## src/rtl/riscv_pkg.sv

```systemverilog
// Shared definitions for the integer pipeline: ALU opcodes, default widths and
// the packed control bundle that travels from decode into execute.
package riscv_pkg;

  localparam int XLEN_DEFAULT = 32;
  localparam int RA_W_DEFAULT = 5;

  localparam logic [3:0] OP_AND = 4'b0000;
  localparam logic [3:0] OP_OR  = 4'b0001;
  localparam logic [3:0] OP_ADD = 4'b0010;
  localparam logic [3:0] OP_SUB = 4'b0110;

  typedef struct packed {
    logic reg_write;
    logic mem_read;
    logic mem_write;
    logic mem_to_reg;
    logic branch;
  } ctrl_t;

  localparam ctrl_t CTRL_BUBBLE = '0;

endpackage

```

## src/rtl/fwd_mux.sv

```systemverilog
// Operand forwarding select: the youngest in-flight writer of a register wins,
// and x0 is never forwarded because it is hardwired to zero.
module fwd_mux
  import riscv_pkg::*;
#(
  parameter int XLEN = XLEN_DEFAULT,
  parameter int RA_W = RA_W_DEFAULT
) (
  input  logic [RA_W-1:0] rs_addr,
  input  logic [XLEN-1:0] rs_data,
  input  logic [RA_W-1:0] exmem_rd,
  input  logic            exmem_reg_write,
  input  logic [XLEN-1:0] exmem_result,
  input  logic [RA_W-1:0] memwb_rd,
  input  logic            memwb_reg_write,
  input  logic [XLEN-1:0] memwb_result,
  output logic [XLEN-1:0] fwd_data
);

  always_comb begin
    fwd_data = rs_data;
    if (exmem_reg_write && (exmem_rd != '0) && (exmem_rd == rs_addr)) begin
      fwd_data = exmem_result;
    end else if (memwb_reg_write && (memwb_rd != '0) && (memwb_rd == rs_addr)) begin
      fwd_data = memwb_result;
    end
  end

endmodule

```

## src/rtl/id_ex_stage.sv

```systemverilog
// ID/EX pipeline register with operand forwarding, load-use bubble insertion,
// global hold and branch flush. Drives the ALU operands directly.
module id_ex_stage
  import riscv_pkg::*;
#(
  parameter int XLEN = XLEN_DEFAULT,
  parameter int RA_W = RA_W_DEFAULT
) (
  input  logic            clk,
  input  logic            rst_n,
  input  logic            id_valid,
  input  logic [RA_W-1:0] id_rs1_addr,
  input  logic [RA_W-1:0] id_rs2_addr,
  input  logic [RA_W-1:0] id_rd_addr,
  input  logic [XLEN-1:0] id_rs1_data,
  input  logic [XLEN-1:0] id_rs2_data,
  input  logic [XLEN-1:0] id_imm,
  input  logic            id_alu_src,
  input  logic [3:0]      id_alu_ctrl,
  input  logic            id_reg_write,
  input  logic            id_mem_read,
  input  logic            id_mem_write,
  input  logic            id_mem_to_reg,
  input  logic            id_branch,
  input  logic [RA_W-1:0] exmem_rd,
  input  logic            exmem_reg_write,
  input  logic [XLEN-1:0] exmem_result,
  input  logic [RA_W-1:0] memwb_rd,
  input  logic            memwb_reg_write,
  input  logic [XLEN-1:0] memwb_result,
  input  logic            hold_i,
  input  logic            flush_i,
  output logic [XLEN-1:0] alu_a,
  output logic [XLEN-1:0] alu_b,
  output logic [3:0]      alu_ctrl,
  output logic [XLEN-1:0] ex_store_data,
  output logic [RA_W-1:0] ex_rd,
  output logic            ex_valid,
  output logic            ex_reg_write,
  output logic            ex_mem_read,
  output logic            ex_mem_write,
  output logic            ex_mem_to_reg,
  output logic            ex_branch,
  output logic            stall_o
);

  logic            valid_q, valid_d;
  ctrl_t           ctrl_q, ctrl_d;
  logic [RA_W-1:0] rd_q, rd_d;
  logic [XLEN-1:0] imm_q, imm_d;
  logic            alu_src_q, alu_src_d;
  logic [3:0]      alu_ctrl_q, alu_ctrl_d;
  // Index 0 is rs1, index 1 is rs2.
  logic [RA_W-1:0] rs_addr_q [2];
  logic [RA_W-1:0] rs_addr_d [2];
  logic [XLEN-1:0] rs_data_q [2];
  logic [XLEN-1:0] rs_data_d [2];
  logic [RA_W-1:0] id_rs_addr [2];
  logic [XLEN-1:0] id_rs_data [2];
  logic [XLEN-1:0] fwd_data [2];
  ctrl_t           id_ctrl;

  assign id_rs_addr[0] = id_rs1_addr;
  assign id_rs_addr[1] = id_rs2_addr;
  assign id_rs_data[0] = id_rs1_data;
  assign id_rs_data[1] = id_rs2_data;
  assign id_ctrl = '{reg_write: id_reg_write, mem_read: id_mem_read,
                     mem_write: id_mem_write, mem_to_reg: id_mem_to_reg,
                     branch: id_branch};

  // Consumer in decode needs a value the load in EX has not fetched yet.
  assign stall_o = id_valid && !flush_i && valid_q && ctrl_q.mem_read &&
                   (rd_q != '0) && ((rd_q == id_rs1_addr) || (rd_q == id_rs2_addr));

  always_comb begin
    valid_d    = valid_q;
    ctrl_d     = ctrl_q;
    rd_d       = rd_q;
    imm_d      = imm_q;
    alu_src_d  = alu_src_q;
    alu_ctrl_d = alu_ctrl_q;
    rs_addr_d  = rs_addr_q;
    rs_data_d  = rs_data_q;
    if (!hold_i) begin
      if (flush_i || stall_o) begin
        valid_d    = 1'b0;
        ctrl_d     = CTRL_BUBBLE;
        rd_d       = '0;
        imm_d      = '0;
        alu_src_d  = 1'b0;
        alu_ctrl_d = OP_ADD;
        for (int i = 0; i < 2; i++) begin
          rs_addr_d[i] = '0;
          rs_data_d[i] = '0;
        end
      end else begin
        valid_d    = id_valid;
        ctrl_d     = id_ctrl;
        rd_d       = id_rd_addr;
        imm_d      = id_imm;
        alu_src_d  = id_alu_src;
        alu_ctrl_d = id_alu_ctrl;
        rs_addr_d  = id_rs_addr;
        rs_data_d  = id_rs_data;
      end
    end
  end

  always_ff @(posedge clk or negedge rst_n) begin
    if (!rst_n) begin
      valid_q    <= 1'b0;
      ctrl_q     <= CTRL_BUBBLE;
      rd_q       <= '0;
      imm_q      <= '0;
      alu_src_q  <= 1'b0;
      alu_ctrl_q <= OP_ADD;
      for (int i = 0; i < 2; i++) begin
        rs_addr_q[i] <= '0;
        rs_data_q[i] <= '0;
      end
    end else begin
      valid_q    <= valid_d;
      ctrl_q     <= ctrl_d;
      rd_q       <= rd_d;
      imm_q      <= imm_d;
      alu_src_q  <= alu_src_d;
      alu_ctrl_q <= alu_ctrl_d;
      rs_addr_q  <= rs_addr_d;
      rs_data_q  <= rs_data_d;
    end
  end

  for (genvar gi = 0; gi < 2; gi++) begin : g_fwd
    fwd_mux #(.XLEN(XLEN), .RA_W(RA_W)) u_fwd_mux (
      .rs_addr         (rs_addr_q[gi]),
      .rs_data         (rs_data_q[gi]),
      .exmem_rd        (exmem_rd),
      .exmem_reg_write (exmem_reg_write),
      .exmem_result    (exmem_result),
      .memwb_rd        (memwb_rd),
      .memwb_reg_write (memwb_reg_write),
      .memwb_result    (memwb_result),
      .fwd_data        (fwd_data[gi])
    );
  end

  assign alu_a         = fwd_data[0];
  assign alu_b         = alu_src_q ? imm_q : fwd_data[1];
  assign ex_store_data = fwd_data[1];
  assign alu_ctrl      = alu_ctrl_q;
  assign ex_rd         = rd_q;
  assign ex_valid      = valid_q;
  assign ex_reg_write  = ctrl_q.reg_write;
  assign ex_mem_read   = ctrl_q.mem_read;
  assign ex_mem_write  = ctrl_q.mem_write;
  assign ex_mem_to_reg = ctrl_q.mem_to_reg;
  assign ex_branch     = ctrl_q.branch;

endmodule

```

## config.mk

```make
export PLATFORM = sky130hd
export DESIGN_NAME = id_ex_stage
export DESIGN_NICKNAME = d
export VERILOG_FILES = /design/src/rtl/riscv_pkg.sv /design/src/rtl/fwd_mux.sv /design/src/rtl/id_ex_stage.sv
export SDC_FILE = /design/constraint.sdc
export NUM_CORES = 1
export LEC_CHECK = 0
export BUFFER_PORTS_ARGS = -buffer_cell sky130_fd_sc_hd__buf_2
export CAP_MARGIN = 20
export CORE_ASPECT_RATIO = 0.7
export CORE_UTILIZATION = 30
export DETAILED_ROUTE_END_ITERATION = 12
export GPL_ROUTABILITY_DRIVEN = 1
export GPL_TIMING_DRIVEN = 0
export PLACE_DENSITY_LB_ADDON = 0.15
export SLEW_MARGIN = 20
export SYNTH_ARGS = -nofsm -noshare
export SYNTH_HDL_FRONTEND = slang
export SYNTH_SLANG_ARGS = --single-unit
```

## constraint.sdc

```tcl
create_clock -name clk -period 5.43 [get_ports clk]
set_clock_uncertainty 0.2 [all_clocks]
set_input_delay 1.086 -clock clk [delete_from_list [all_inputs] [get_ports clk]]
set_output_delay 1.086 -clock clk [all_outputs]
set_load 0.01 [all_outputs]
```

==> impl_metrics.env, run 1 <==
export IMPL_status="finished, final reports clean"
export IMPL_top_register="rs_data_q"
export IMPL_die_area_um2=25400
export IMPL_cts_num_sinks=122
export IMPL_ys_flop_type="dfrtp_1"
export IMPL_setup_viol=0
export IMPL_clkTransAtPathRegs_ns=0.05
export IMPL_finalCriticalPeriod_ns=5.20
export IMPL_p_per_area_nw_per_um2=284
export IMPL_grt_pass1_vias=7480
export IMPL_fin_cells=1452
export IMPL_die_height_um=134
export IMPL_whs_path_depth=1
export IMPL_place_area_um2=9430
export IMPL_drive_above_1_share_pct=34.8
export IMPL_syn_area_um2=7440
export IMPL_yosysWarnings=0
export IMPL_cts_tree="done"
export IMPL_finalWirelength_um=32000
export IMPL_final_antenna_net_count=0
export IMPL_final_cell_mix="buf_2, nor2b_1, dfrtp_1, a22o_1, nor2_1"
export IMPL_synth_cell_types=37
export IMPL_vias_per_cell=5.12
export IMPL_crit_top_cell="buf_2"
export IMPL_tightest_slew_ns=1.04
export IMPL_cellLeakagePower_nw=4.87
export IMPL_clk_latency_ns=0.42
export IMPL_ioPinCount=314
export IMPL_final_setup_worst_slack_ns=0.227
export IMPL_synth_edf_count=0
export IMPL_yosysSeqAreaShare_pct=41.1
export IMPL_synth_seq_cells=122
export IMPL_htreeDepth=4
export IMPL_rsz0062_at_grt="false"
export IMPL_reg2reg_depth=6
export IMPL_cp_cell_sequence="buf_2 > xnor2_1 > o211ai_2 > or2_2 > clkbuf_1 > a221oi_1 > o31ai_1 > buf_2"
export IMPL_drc=0
export IMPL_die_width_um=190
export IMPL_clockBufferDepth=2
export IMPL_core_area_um2=24000
export IMPL_path_class="input port to output pin"
export IMPL_avgSynthCellArea_um2=9.46
export IMPL_antenna_found_initial=6
export IMPL_setup_tns_ns=0
export IMPL_synthArstFlopShare_pct=100
export IMPL_drt_pass1_iterations=5
export IMPL_hold_ws_ns=0.299
export IMPL_post_cts_resized=0
export IMPL_gp_congestion=0.821
export IMPL_drv_slew=0
export IMPL_routedWlPerCell_um=22.1
export IMPL_num_rows=47
export IMPL_fmax_ghz=0.192
export IMPL_cp_num_buf_inv=3
export IMPL_drv_cap=0
export IMPL_grt_pass1_wl_um=47400
export IMPL_initial_core_util_pct=31.0
export IMPL_power_mw=2.84
export IMPL_largest_reg_flops=64
export IMPL_fin_util_pct=41.8
export IMPL_syn_inst=786
export IMPL_design_area_um2=10000
export IMPL_worstReg2RegStart="ex_rd[1]"
export IMPL_crit_path_start_kind="input port"
export IMPL_largestRegisters="rs_data_q (64), imm_q (32), rs_addr_q (10)"
export IMPL_crit_family="compound AO/OA/AOI/OAI gates"
export IMPL_cts_buffers=17
export IMPL_hold_class="register to register"
export IMPL_drt_first_iter_violations=474
export IMPL_hpwlAfterDp_um=24500
export IMPL_portBuffers=312
export IMPL_grt_max_degree=71
export IMPL_arrival_ns=3.92
export IMPL_cts_root_buffer="clkbuf_16"
export IMPL_slowest_delay_ns=0.73
export IMPL_syn_num_nets=988
export IMPL_ir_drop_mv=0.187
export IMPL_slowest_stage="xnor2_1"
export IMPL_post_cts_buffers=0
export IMPL_fin_crit_sh_pct=95.8
export IMPL_syn2layout_area_growth_pct=34.8
export IMPL_dp_cells=1417
export IMPL_final_hold_viol_count=0
export IMPL_r2r_end="rs_data_q[44]"
export IMPL_final_common_cell="buf_2"
export IMPL_slew_limit_headroom_pct=30.8
export IMPL_overflow=0
export IMPL_rrSetupSlack_ns=2.67
export IMPL_cp_max_fo=8
export IMPL_vias=7437
export IMPL_grt_usage_pct=25.3
export IMPL_dp_worst_setup_slack_ns=0.345
export IMPL_cts_hold_buf=0
export IMPL_worstHoldStart="rs_data_q[30]"
export IMPL_min_to="rs_data_q[30]"
export IMPL_critPathCaptureType="output pin"
export IMPL_final_nets=1320
export IMPL_required_ns=4.14
## cell families (layout without fill, tap and decap cells)
logic type,count (synthesis),after routing,share of synthesized area (%)
buffers and inverters,101,446,5.74
xor gates and xnor gates,30,30,3.53
DFF,122,122,41.1
AOI/OAI and AO/OA,223,223,22.5
other,0,3,0
and+or+nand+nor,252,252,18.9
muxes,58,58,8.25
## power breakdown
part           leakage [nW]  switching [mW]  total [mW]  internal, mW
combinational          3.00           0.363       0.644         0.281
sequential             1.59          0.0500        1.03         0.980
clock                 0.280           0.450        1.17         0.720
## how the worst max path moves through the flow
stage | from | to | slack (ns) | cells past startpoint
2_1_floorplan | memwb_rd[0] | alu_b[0] | 1.39 | 6
5_1_grt | memwb_rd[4] | alu_b[3] | 0.09 | 8
3_3_place_gp | memwb_rd[4] | alu_b[26] | 0.35 | 8
3_5_place_dp | memwb_rd[4] | alu_b[25] | 0.34 | 8
6_report | memwb_rd[4] | alu_b[9] | 0.23 | 8
4_1_cts | memwb_rd[4] | alu_b[25] | 0.33 | 8
## final cells by class
type                            count  area [um^2]
Clock inverter                     12          150
Clock buffer                       20          437
Buffer                             73          322
Sequential cell                   122         3050
Antenna cell                        3         7.51
Fill cell                        2492        14000
Multi-Input combinational cell    563         3960
Tap cell                          318          398
Inverter                           28          105
Timing Repair Buffer              313         1600
## Yosys cell counts (3+ instances only)
library cell,number,area share [%]
and3_1,6,0.50
a21oi_1,33,2.2
a31oi_1,26,2.2
dfrtp_1,121,41
mux2i_1,32,4.3
clkbuf_1,46,2.3
nand2_1,7,0.35
xor2_1,14,1.6
buf_1,6,0.30
mux2_2,25,3.8
nor2_1,51,2.6
or3_1,26,2.2
a221oi_1,6,0.71
or4_1,3,0.30
inv_1,28,1.4
nand4_1,4,0.34
buf_2,17,1.1
nor3_1,29,2.0
o21ai_0,27,1.8
o31ai_1,6,0.61
nor2b_1,121,10
buf_6,3,0.45
xnor2_1,16,1.9
a22o_1,120,14
## worst reg2reg max path, stage by stage (launching register included)
cell      delay [ns]
dfrtp_1         0.45
or4_1           0.54
nor2_1          0.14
o31a_1          0.30
clkbuf_1        0.50
buf_2           0.40
a22o_1          0.18
## layer usage
layer  wire, um  share of wire [%]  GRT usage [%]
met5         14              0.044              0
met1      15500                 48           37.2
met3       2610                8.1           6.35
met2      13700                 43           37.6
met4        193               0.60           4.44
(Power assumes the default switching activity.)
==> inputs of run 2 (changes only) <==
--- a/config.mk
+++ b/config.mk
@@ -12,7 +12,7 @@
 export DETAILED_ROUTE_END_ITERATION = 12
 export GPL_ROUTABILITY_DRIVEN = 1
 export GPL_TIMING_DRIVEN = 0
-export PLACE_DENSITY_LB_ADDON = 0.15
+export PLACE_DENSITY = 0.55
 export SLEW_MARGIN = 20
 export SYNTH_ARGS = -nofsm -noshare
 export SYNTH_HDL_FRONTEND = slang
==> run 2 against run 1 <==
Routed wire length rose by 2.1%. Critical path type unchanged. Sequential power barely moved. Hold slack got worse by 0.00085 ns. Design area decreased by 0.24%. Largest power group unchanged. Cell count stayed put. Critical path depth did not move. Non-clock buffer count unchanged.
==> impl_metrics.env, run 2 (synthesized netlist as in run 1, its figures left out) <==
export IMPL_num_rows=47
export IMPL_grt_pass1_vias=7542
export IMPL_multiInputGateArea_um2=3960
export IMPL_final_hold_viol_count=0
export IMPL_die_area_um2=25400
export IMPL_clockBufferDepth=2
export IMPL_clkTransAtPathRegs_ns=0.05
export IMPL_fmax_ghz=0.191
export IMPL_final_setup_worst_slack_ns=0.202
export IMPL_crit_top_cell="buf_2"
export IMPL_status="finished, final reports clean"
export IMPL_place_area_um2=9430
export IMPL_design_area_um2=10000
export IMPL_seqCellArea_um2=3050
export IMPL_p_per_area_nw_per_um2=281
export IMPL_setup_viol=0
export IMPL_final_antenna_net_count=0
export IMPL_clk_latency_ns=0.43
export IMPL_portBuffers=312
export IMPL_tightest_slew_ns=1.02
export IMPL_crit_path_start_kind="input port"
export IMPL_vias=7644
export IMPL_dp_worst_setup_slack_ns=0.360
export IMPL_hpwlAfterDp_um=25000
export IMPL_grt_usage_pct=26.0
export IMPL_syn2layout_area_growth_pct=34.5
export IMPL_ioPinCount=314
export IMPL_drive_above_1_share_pct=34.8
export IMPL_top_register="rs_data_q"
export IMPL_critPathCaptureType="output pin"
export IMPL_post_cts_buffers=0
export IMPL_drt_first_iter_violations=475
export IMPL_slew_limit_headroom_pct=31.3
export IMPL_path_class="input port to output pin"
export IMPL_htreeDepth=4
export IMPL_finalWirelength_um=32700
export IMPL_drv_slew=0
export IMPL_routedWlPerCell_um=22.5
export IMPL_rsz0062_at_grt="false"
export IMPL_setup_tns_ns=0
export IMPL_drc=0
export IMPL_drt_pass1_iterations=5
export IMPL_post_cts_resized=0
export IMPL_initial_core_util_pct=31.0
export IMPL_grt_max_degree=72
export IMPL_nFillCells=2488
export IMPL_finalCriticalPeriod_ns=5.23
export IMPL_final_nets=1320
export IMPL_cts_hold_buf=0
export IMPL_cp_cell_sequence="buf_2 > xnor2_1 > o211ai_2 > clkbuf_1 > or3_1 > a31oi_1 > mux2_2 > buf_2"
export IMPL_largestRegisters="rs_data_q (64), imm_q (32), rs_addr_q (10)"
export IMPL_largest_reg_flops=64
export IMPL_grt_pass1_wl_um=48200
export IMPL_die_height_um=134
export IMPL_required_ns=4.14
export IMPL_antenna_found_initial=2
export IMPL_cts_root_buffer="clkbuf_16"
export IMPL_hold_class="register to register"
export IMPL_vias_per_cell=5.26
export IMPL_cp_max_fo=10
export IMPL_overflow=0
export IMPL_final_common_cell="buf_2"
export IMPL_cellLeakagePower_nw=4.86
export IMPL_die_width_um=190
export IMPL_arrival_ns=3.94
export IMPL_cts_buffers=17
export IMPL_slowest_stage="xnor2_1"
export IMPL_slowest_delay_ns=0.81
export IMPL_final_cell_mix="buf_2, nor2b_1, dfrtp_1, a22o_1, nor2_1"
export IMPL_gp_congestion=0.890
export IMPL_cts_tree="done"
export IMPL_core_area_um2=24000
export IMPL_cts_num_sinks=122
export IMPL_ir_drop_mv=0.179
export IMPL_fin_crit_sh_pct=96.3
export IMPL_drv_cap=0
-- run 2: cell types whose count changed in the layout (fill, tap and decap cells not counted), sizes merged --
| cell | before | now |
|---|---|---|
| clkinv | 6 | 8 |
| bufinv | 3 | 2 |
| clkinvlp | 3 | 2 |
-- run 2: worst max-delay path: cells and delay by family --
kind | cells | cell delay [ns]
xor gates and xnor gates | 1 | 0.81
muxes | 1 | 0.24
and+or+nand+nor | 1 | 0.40
buffers and inverters | 3 | 0.67
AOI/OAI and AO/OA | 2 | 0.72
-- run 2: report_power, final --
group | total, mW | internal (mW) | switching, mW
clock network | 1.13 | 0.673 | 0.459
logic | 0.650 | 0.281 | 0.369
registers | 1.03 | 0.980 | 0.0513
total | 2.81 | 1.93 | 0.880
-- run 2: layer usage --
layer	vias to the layer above	part of all wire, %	GRT usage [%]
met5	-	0.040	0
met4	2	0.90	5.69
met3	24	7.0	5.19
met2	324	43	38.5
met1	3792	49	38.6
li1	3502	-	-
-- run 2: layout make-up --
| class | count | share of cell area, % |
|---|---|---|
| well taps | 318 | 3.98 |
| inverters | 28 | 1.05 |
| clock inverters | 12 | 1.26 |
| diodes | 3 | 0.0750 |
| plain buffers | 73 | 3.21 |
| repair buffers | 313 | 16.0 |
| multi-input cells | 563 | 39.5 |
| clock buffers | 20 | 4.37 |
| flip-flops and latches | 122 | 30.5 |
-- run 2: path summary, 6_finish.rpt --
check	cells past startpoint	slack, ns	endpoint	start
min in group asynchronous	1	0.37	alu_ctrl[0]	rst_n
max in group asynchronous	2	3.91	rs_data_q[19]	rst_n
setup / recovery	8	0.20	alu_b[19]	memwb_rd[4]
hold / removal	1	0.30	rs_data_q[7]	rs_data_q[7]
hold reg to reg	1	0.30	rs_data_q[7]	rs_data_q[7]
setup reg to reg	6	2.63	rs_data_q[47]	ex_rd[1]
-- run 2: through the flow --
stage	hold WS, ns	total power, mW	cells	util (%)
2_1_floorplan	0.267	1.37	786	-
3_3_place_gp	0.282	1.69	1416	39.2
3_5_place_dp	0.285	1.70	1417	39.3
4_1_cts	0.303	2.83	1449	41.7
5_1_grt	0.310	2.93	1450	41.7
6_report	0.299	2.81	1452	41.7
